===== config.mk =====
export PLATFORM = sky130hd
export DESIGN_NAME = euler_result_uart_tx
export DESIGN_NICKNAME = d
export VERILOG_FILES = /design/src/rtl/euler_result_uart_tx.sv
export SDC_FILE = /design/constraint.sdc
export NUM_CORES = 1
export LEC_CHECK = 0
export BUFFER_PORTS_ARGS = -buffer_cell sky130_fd_sc_hd__buf_4
export CORE_AREA = 3 3 133 135
export DETAILED_ROUTE_END_ITERATION = 16
export DIE_AREA = 0 0 136 138
export GPL_ROUTABILITY_DRIVEN = 1
export PLACE_DENSITY = 0.68
export REMOVE_ABC_BUFFERS = 1
export SYNTH_ARGS = -nofsm -noshare
export SYNTH_HDL_FRONTEND = slang
export SYNTH_SLANG_ARGS = --single-unit

===== constraint.sdc =====
create_clock -name clk -period 7.51 [get_ports clk]
set_input_delay 1.1265 -clock clk [delete_from_list [all_inputs] [get_ports clk]]
set_output_delay 1.1265 -clock clk [all_outputs]
set_load 0.05 [all_outputs]

===== src/rtl/euler_result_uart_tx.sv =====
// Captures a solver result on the rising edge of done, converts it to decimal with sequential
// double-dabble and sends the digits followed by CR LF as UART 8N1.
// Optional feature macro: EULER_TX_OVF_REPORT_EN (send "OVF" CR LF when overflow was captured).
module euler_result_uart_tx #(
  parameter int unsigned CLKS_PER_BIT = 868
) (
  input  logic        clk,
  input  logic        rst_n,
  input  logic [31:0] result,
  input  logic        overflow,
  input  logic        done,
  output logic        tx,
  output logic        busy,
  output logic        tx_done
);

  typedef enum logic [2:0] {
    S_IDLE, S_CONV, S_PICK, S_START, S_DATA, S_STOP, S_FIN
  } state_t;

  typedef enum logic [1:0] {PH_DIG, PH_OVF, PH_CR, PH_LF} phase_t;

  state_t      state_q, state_d;
  phase_t      phase_q, pick_phase, next_phase;
  logic [3:0]  idx_q, pick_idx, next_idx;
  logic [31:0] bin_q;
  logic [39:0] bcd_q, bcd_adj;
  logic [4:0]  step_q;
  logic [2:0]  bit_q;
  logic [15:0] timer_q;
  logic [7:0]  char_q;
  logic        done_q, tx_d, capture, bit_end;

`ifdef EULER_TX_OVF_REPORT_EN
  logic ovf_q;
`else
  logic unused_overflow;
  assign unused_overflow = overflow;
`endif

  assign capture = done & ~done_q & ~busy;
  assign bit_end = (timer_q == 16'(CLKS_PER_BIT - 1));

  function automatic logic [39:0] dabble(input logic [39:0] b);
    logic [39:0] r;
    r = b;
    for (int i = 0; i < 10; i++)
      if (r[4*i +: 4] >= 4'd5) r[4*i +: 4] = r[4*i +: 4] + 4'd3;
    return r;
  endfunction

  function automatic logic [7:0] char_of(input phase_t ph, input logic [3:0] idx,
                                         input logic [39:0] bcd);
    logic [7:0] c;
    case (ph)
      PH_DIG:  c = {4'h3, bcd[{idx, 2'b00} +: 4]};
      PH_OVF:  c = (idx == 4'd2) ? 8'h4F : (idx == 4'd1) ? 8'h56 : 8'h46;
      PH_CR:   c = 8'h0D;
      default: c = 8'h0A;
    endcase
    return c;
  endfunction

  assign bcd_adj = dabble(bcd_q);

  // First character: most significant nonzero digit, or digit 0 so a zero value prints "0".
  always_comb begin
    // NOTE: every comb output gets a default first so no path leaves it unassigned (no latch).
    pick_phase = PH_DIG;
    pick_idx   = 4'd0;
    for (int i = 0; i < 10; i++)
      if (bcd_q[4*i +: 4] != 4'd0) pick_idx = 4'(i);
`ifdef EULER_TX_OVF_REPORT_EN
    if (ovf_q) begin
      pick_phase = PH_OVF;
      pick_idx   = 4'd2;
    end
`endif
  end

  always_comb begin
    next_phase = phase_q;
    next_idx   = idx_q;
    case (phase_q)
      PH_DIG, PH_OVF: begin
        if (idx_q != 4'd0) next_idx = idx_q - 4'd1;
        else               next_phase = PH_CR;
      end
      default: next_phase = PH_LF;
    endcase
  end

  always_ff @(posedge clk or negedge rst_n) begin
    // NOTE: sequential state uses non-blocking assignments so every flop samples pre-edge values.
    if (!rst_n) state_q <= S_IDLE;
    else        state_q <= state_d;
  end

  always_comb begin
    state_d = state_q;
    case (state_q)
      S_IDLE:  if (capture) state_d = S_CONV;
      S_CONV:  if (step_q == 5'd31) state_d = S_PICK;
      S_PICK:  state_d = S_START;
      S_START: if (bit_end) state_d = S_DATA;
      S_DATA:  if (bit_end && bit_q == 3'd7) state_d = S_STOP;
      S_STOP:  if (bit_end) state_d = (phase_q == PH_LF) ? S_FIN : S_START;
      S_FIN:   state_d = S_IDLE;
      default: state_d = S_IDLE;
    endcase
  end

  always_comb begin
    tx_d = 1'b1;
    case (state_q)
      S_START: tx_d = 1'b0;
      S_DATA:  tx_d = char_q[bit_q];
      default: tx_d = 1'b1;
    endcase
  end

  // tx is registered, so the line lags the state by one clock (start bit appears on edge 34).
  always_ff @(posedge clk or negedge rst_n) begin
    if (!rst_n) begin
      tx      <= 1'b1;
      busy    <= 1'b0;
      tx_done <= 1'b0;
      done_q  <= 1'b0;
      bin_q   <= '0;
      bcd_q   <= '0;
      step_q  <= '0;
      bit_q   <= '0;
      timer_q <= '0;
      char_q  <= '0;
      phase_q <= PH_DIG;
      idx_q   <= '0;
`ifdef EULER_TX_OVF_REPORT_EN
      ovf_q   <= 1'b0;
`endif
    end else begin
      done_q <= done;
      tx     <= tx_d;
      case (state_q)
        S_IDLE: if (capture) begin
          bin_q   <= result;
          bcd_q   <= '0;
          step_q  <= '0;
          busy    <= 1'b1;
          tx_done <= 1'b0;
`ifdef EULER_TX_OVF_REPORT_EN
          ovf_q   <= overflow;
`endif
        end
        S_CONV: begin
          bcd_q  <= {bcd_adj[38:0], bin_q[31]};
          bin_q  <= {bin_q[30:0], 1'b0};
          step_q <= step_q + 5'd1;
        end
        S_PICK: begin
          phase_q <= pick_phase;
          idx_q   <= pick_idx;
          char_q  <= char_of(pick_phase, pick_idx, bcd_q);
          timer_q <= '0;
          bit_q   <= '0;
        end
        S_START, S_DATA, S_STOP: begin
          timer_q <= bit_end ? '0 : timer_q + 16'd1;
          if (bit_end && state_q == S_DATA) bit_q <= bit_q + 3'd1;
          if (bit_end && state_q == S_STOP) begin
            phase_q <= next_phase;
            idx_q   <= next_idx;
            char_q  <= char_of(next_phase, next_idx, bcd_q);
          end
        end
        S_FIN: begin
          busy    <= 1'b0;
          tx_done <= 1'b1;
        end
        default: ;
      endcase
    end
  end

endmodule


======== Word-level counts from Yosys, hierarchy flattened ========
Index checks and enable logic that the tools add are counted.
word-level totals
  bits in registers ....................... 117
  output and inout port bits .............. 3
  word-level logic and storage cells ...... 148
cells by class
  add/sub/neg operators ................... 14
  magnitude comparators ................... 11
  equal/unequal tests ..................... 22
  shift operators ......................... 2
  multiplexer cells ....................... 56
  bitwise gates (word level) .............. 4
  reductions and logical operators ........ 26
operator list
  operator               count
  $mux 4                 20
  $pmux 40 s2            1
  $shiftx 40x7->4        2
  $pmux 32 s2            1
  $ge 4x3->1 const B     10
  $mux 40                1
  $reduce_bool 4->1      10
  $add 4x2->4 const B    9
  $mux 32                1
  $pmux 16 s2            1
  $mux 3                 8
  $pmux 7 s3             1
  $pmux 3 s6             1
  $add 16x1->16 const B  1
  $eq 16x10->1 const B   1
  $mux 16                1
  $pmux 8 s2             1
  $mux 5                 3
  $ne 2x2->1 const B     7
  $eq 3x3->1 const B     4
  $pmux 5 s2             1
  $mux 8                 1
  $pmux 4 s2             1
  $reduce_and 2->1       4
  27 further kinds       44

======== Logic depth before layout (Yosys ltp) ========
  depth in word-level cells ............... 12
  depth in mapped cells ................... 15
  mapped depth without buffers ............ 12

======== Worst setup path after synthesis ========
OpenSTA, ideal clock, no wires.
  kind .................................... flip-flop to flip-flop
  from .................................... reg idx_q[0]
  to ...................................... reg char_q[1]
  library setup time ...................... 0.092 ns
  arrival ................................. 2.860 ns
  data required time ...................... 7.418 ns
  path slack .............................. 4.558 ns
  stages on the path, launching flop included .. 14
  buffers on the path ..................... 3
  cells stage by stage .................... dfrtp_1 > clkbuf_1 > inv_1 > ha_1 > buf_6 > nor3b_4 > or2_1 > buf_6 > inv_8 > xnor2_4 > mux4_2 > nand2b_1 > a31oi_1 > o31ai_2
on the way
  cells in the longest elaborated chain, start to end .. 8
ends and longest elaborated chain
  what                                                                 line  RTL
  from (decl)                                                          25    logic [3:0] idx_q, pick_idx, next_idx;
  from (signal assigned)                                               161   idx_q <= pick_idx;
  from (signal assigned)                                               171   idx_q <= next_idx;
  parallel branches: the longest is 5 deep, another holds $sub 4x1->4  n/a
  $pmux 7 s3 (*)                                                       55    case (ph)
  $mux 8 (*)                                                           169   if (bit_end && state_q == S_STOP) begin
  $pmux 8 s2 (*)                                                       143   case (state_q)
  to (signal assigned)                                                 162   char_q <= char_of(pick_phase, pick_idx, bcd_q);
  to (signal assigned)                                                 172   char_q <= char_of(next_phase, next_idx, bcd_q);
  to (decl)                                                            31    logic [7:0] char_q;
Mark *: on every way between the ends. The select of a mux whose other input is x is not followed.
A chain may end at the register's enable or synchronous reset.

======== Final worst setup path ========
  from .................................... reg idx_q[0]
  to ...................................... reg char_q[0]
The elaborated chain is that of the path after synthesis.

==> results_dict.tcl <==
set metrics [dict create \
    status "complete, no violations" \
    hold_class "flop to flop" \
    tightest_slew_ps 1040 \
    p_leak_nw 3.36 \
    cts_setup_buffers 0 \
    end_kind "flop" \
    post-route-util_pct 50.6 \
    synth-edff-count 0 \
    cp_cell_sequence "inv_1 -> ha_1 -> nor3b_4 -> or2_1 -> o21ai_4 -> mux4_1 -> nand2_1 -> and3_1 -> o211ai_1" \
    place.gp.congestion 0.877 \
    hold_violations 0 \
    antenna_found_initial 0 \
    setup_tns_ps 0 \
    p_per_area_nw_per_um2 181 \
    grt_use_total_pct 18.9 \
    vias_per_cell 5.79 \
    diodes 0 \
    synth_top_area_share_pct 38.8 \
    fin_area_um2 8400 \
    clkTransAtPathRegs_ps 50 \
    critPathKind "flop to flop" \
    synthTopCellsByArea "dfrtp_1, mux2i_1, o21ai_0" \
    maxSlewHeadroom_pct 30.4 \
    synth_most_common_cell "dfrtp_1" \
    grt_max_degree 80 \
    cts_buffers 17 \
    syn_inst 823 \
    drive_above_1_share_pct 11.6 \
    dpl_cell_area_um2 7770 \
    total_power_w 0.00152 \
    clock_skew_ps 12.4 \
    die-area_um2 18800 \
    first_iter_violations 388 \
    die_x_um 136 \
    cts-root-buf "clkbuf_16" \
    ir_drop_uv 164 \
    grt_overflow 0 \
    postSynthAreaPerCell_um2 9.02 \
    clockBufferDepth 2 \
    final_antenna_net_count 0 \
    cp.arrival_ps 3940 \
    wl_per_cell_um 16.1 \
    initial_core_util_pct 44.7 \
    nNetsFinal 899 \
    synth_top_cells_by_count "dfrtp_1, nand2_1, o21ai_0" \
    cts_tree "yes" \
    setup-violations-final 0 \
    core_um2 16600 \
    yosysUniqueCellTypes 76 \
    clock.fmax_ghz 0.273 \
    syn_to_final_growth_pct 13.2 \
    cts_resized 0 \
    postCtsHoldBufs 0 \
    async_flop_share_pct 100 \
    cp_slowest_cell "dfrtp_1" \
    post-route-period-util_pct 48.7 \
    cts_num_sinks 116 \
    post-dp-hpwl_um 11400 \
    row_count 47 \
    ys.flop_type "dfrtp_1" \
    worst_ep_required_time_ps 7790 \
    drc 0 \
    grt_setup_unrepaired "no" \
    setup_ws_ps 3850 \
    yosys.area.top_type "dfrtp_1" \
    grt_first_pass_wirelength_um 29100 \
    drv_cap 0 \
    portBuffers 37 \
    dpl_worst_slack_ps 3620 \
    crit_fanout 13 \
    first_pass_iters 5 \
    fp.dieH_um 138 \
    synth_area_um2 7420 \
    htreeDepth 4 \
    drv_slew 0 \
    vias 6151 \
    pin_count 39 \
    clk_latency_ps 420 \
    synth-seq-cells 116 \
    ys_warn_count 0 \
    min_period_ps 3660 \
    ys_seq_area_share_pct 39.1 \
    grt_pass1_vias 5751 \
    max_stage_delay_ps 670 \
    n_fill_cell 1585 \
    wl_um 17200 \
    crit_path_start_kind "flop" \
]
-- critical path: cells and delay by family (launching register included) --
family / cells / cell delay, ps
muxes: 1 / 670
buffers and inverters: 1 / 270
DFF: 1 / 670
and+or+nand+nor: 4 / 890
AOI/OAI and AO/OA: 2 / 620
adders and majority gates: 1 / 380
-- per-stage QoR --
step,std cells,hold WS [ps]
2_1_floorplan,769,434
4_1_cts,1063,476
5_1_grt,1063,501
3_3_place_gp,1031,455
6_report,1063,474
3_5_place_dp,1031,463
-- cells in the final DEF, fill, tap and decap left out, types with 4 or more instances in the layout --
master	synthesis	final
a211oi_1	5	5
inv_1	30	30
a31oi_1	11	11
buf_4	1	42
dfrtp_1	115	115
nor2b_1	11	11
a32o_1	11	11
mux4_2	7	7
nand2_1	111	111
nor3b_1	15	15
clkinv_4	0	4
nor3_1	13	12
a21oi_1	46	46
o31ai_1	17	17
xnor2_1	12	12
nand3_1	8	8
bufinv_16	0	4
o21ai_0	91	91
o22ai_1	31	31
and2_1	4	4
mux2i_1	47	47
and3_1	11	10
o211ai_1	10	10
ha_1	33	33
clkbuf_16	0	17
nor2_1	50	50
nand2b_1	12	12
-- cells by family after synthesis --
| group | after synthesis | synth area share [%] |
|---|---|---|
| AO/OA/AOI/OAI | 261 | 22.5 |
| AND/OR/NAND/NOR | 256 | 16.6 |
| flip-flops | 116 | 39.1 |
| buffers and inverters | 85 | 4.99 |
| multiplexers | 58 | 9.27 |
| adder cells (fa/ha/maj) | 33 | 5.56 |
| XOR/XNOR | 14 | 1.91 |
-- area by class of cell --
class | instances | area [um^2] | share of cell area, %
Clock buffer | 20 | 447 | 5.32
Clock inverter | 12 | 179 | 2.13
Inverter | 31 | 124 | 1.47
Multi-Input combinational cell | 622 | 4150 | 49.5
Sequential cell | 116 | 2900 | 34.6
Tap cell | 220 | 275 | 3.28
Timing Repair Buffer | 42 | 315 | 3.75
-- metal layers --
metal	vias up	global-route usage [%]	share of wire, %
met3	22	3.89	4.3
met2	149	28.9	47
met5	-	0	0
li1	3022	-	-
met4	0	5.99	1.6
met1	2958	27.0	47
-- power by group --
part / leakage, nW / internal, W / switching [W]
registers: 1.28 / 0.000626 / 0.000000109
logic: 1.77 / 0.0000117 / 0.0000145
clock network: 0.308 / 0.000565 / 0.000302
total: 3.36 / 0.00120 / 0.000316
-- registers in the layout (all words and copies together), names as in the netlist --
signal / count
bit_q: 3
timer_q: 16
state_q: 3
tx: 1
tx_done: 1
bin_q: 32
done_q: 1
busy: 1
bcd_q: 40
phase_q: 2
step_q: 5
idx_q: 4
char_q: 7
-- path summary, 6_finish.rpt --
| path | slack [ps] | to | depth (start not counted) | start |
|---|---|---|---|---|
| hold / removal | 470 | char_q[5] | 2 | char_q[5] |
| max in group asynchronous | 5450 | char_q[0] | 2 | rst_n |
| min in group asynchronous | 710 | timer_q[10] | 1 | rst_n |
| hold reg to reg | 470 | char_q[5] | 2 | char_q[5] |
| setup / recovery | 3850 | char_q[0] | 9 | idx_q[0] |
| setup reg to reg | 3850 | char_q[0] | 9 | idx_q[0] |
Power figures use the tool's default switching activity.
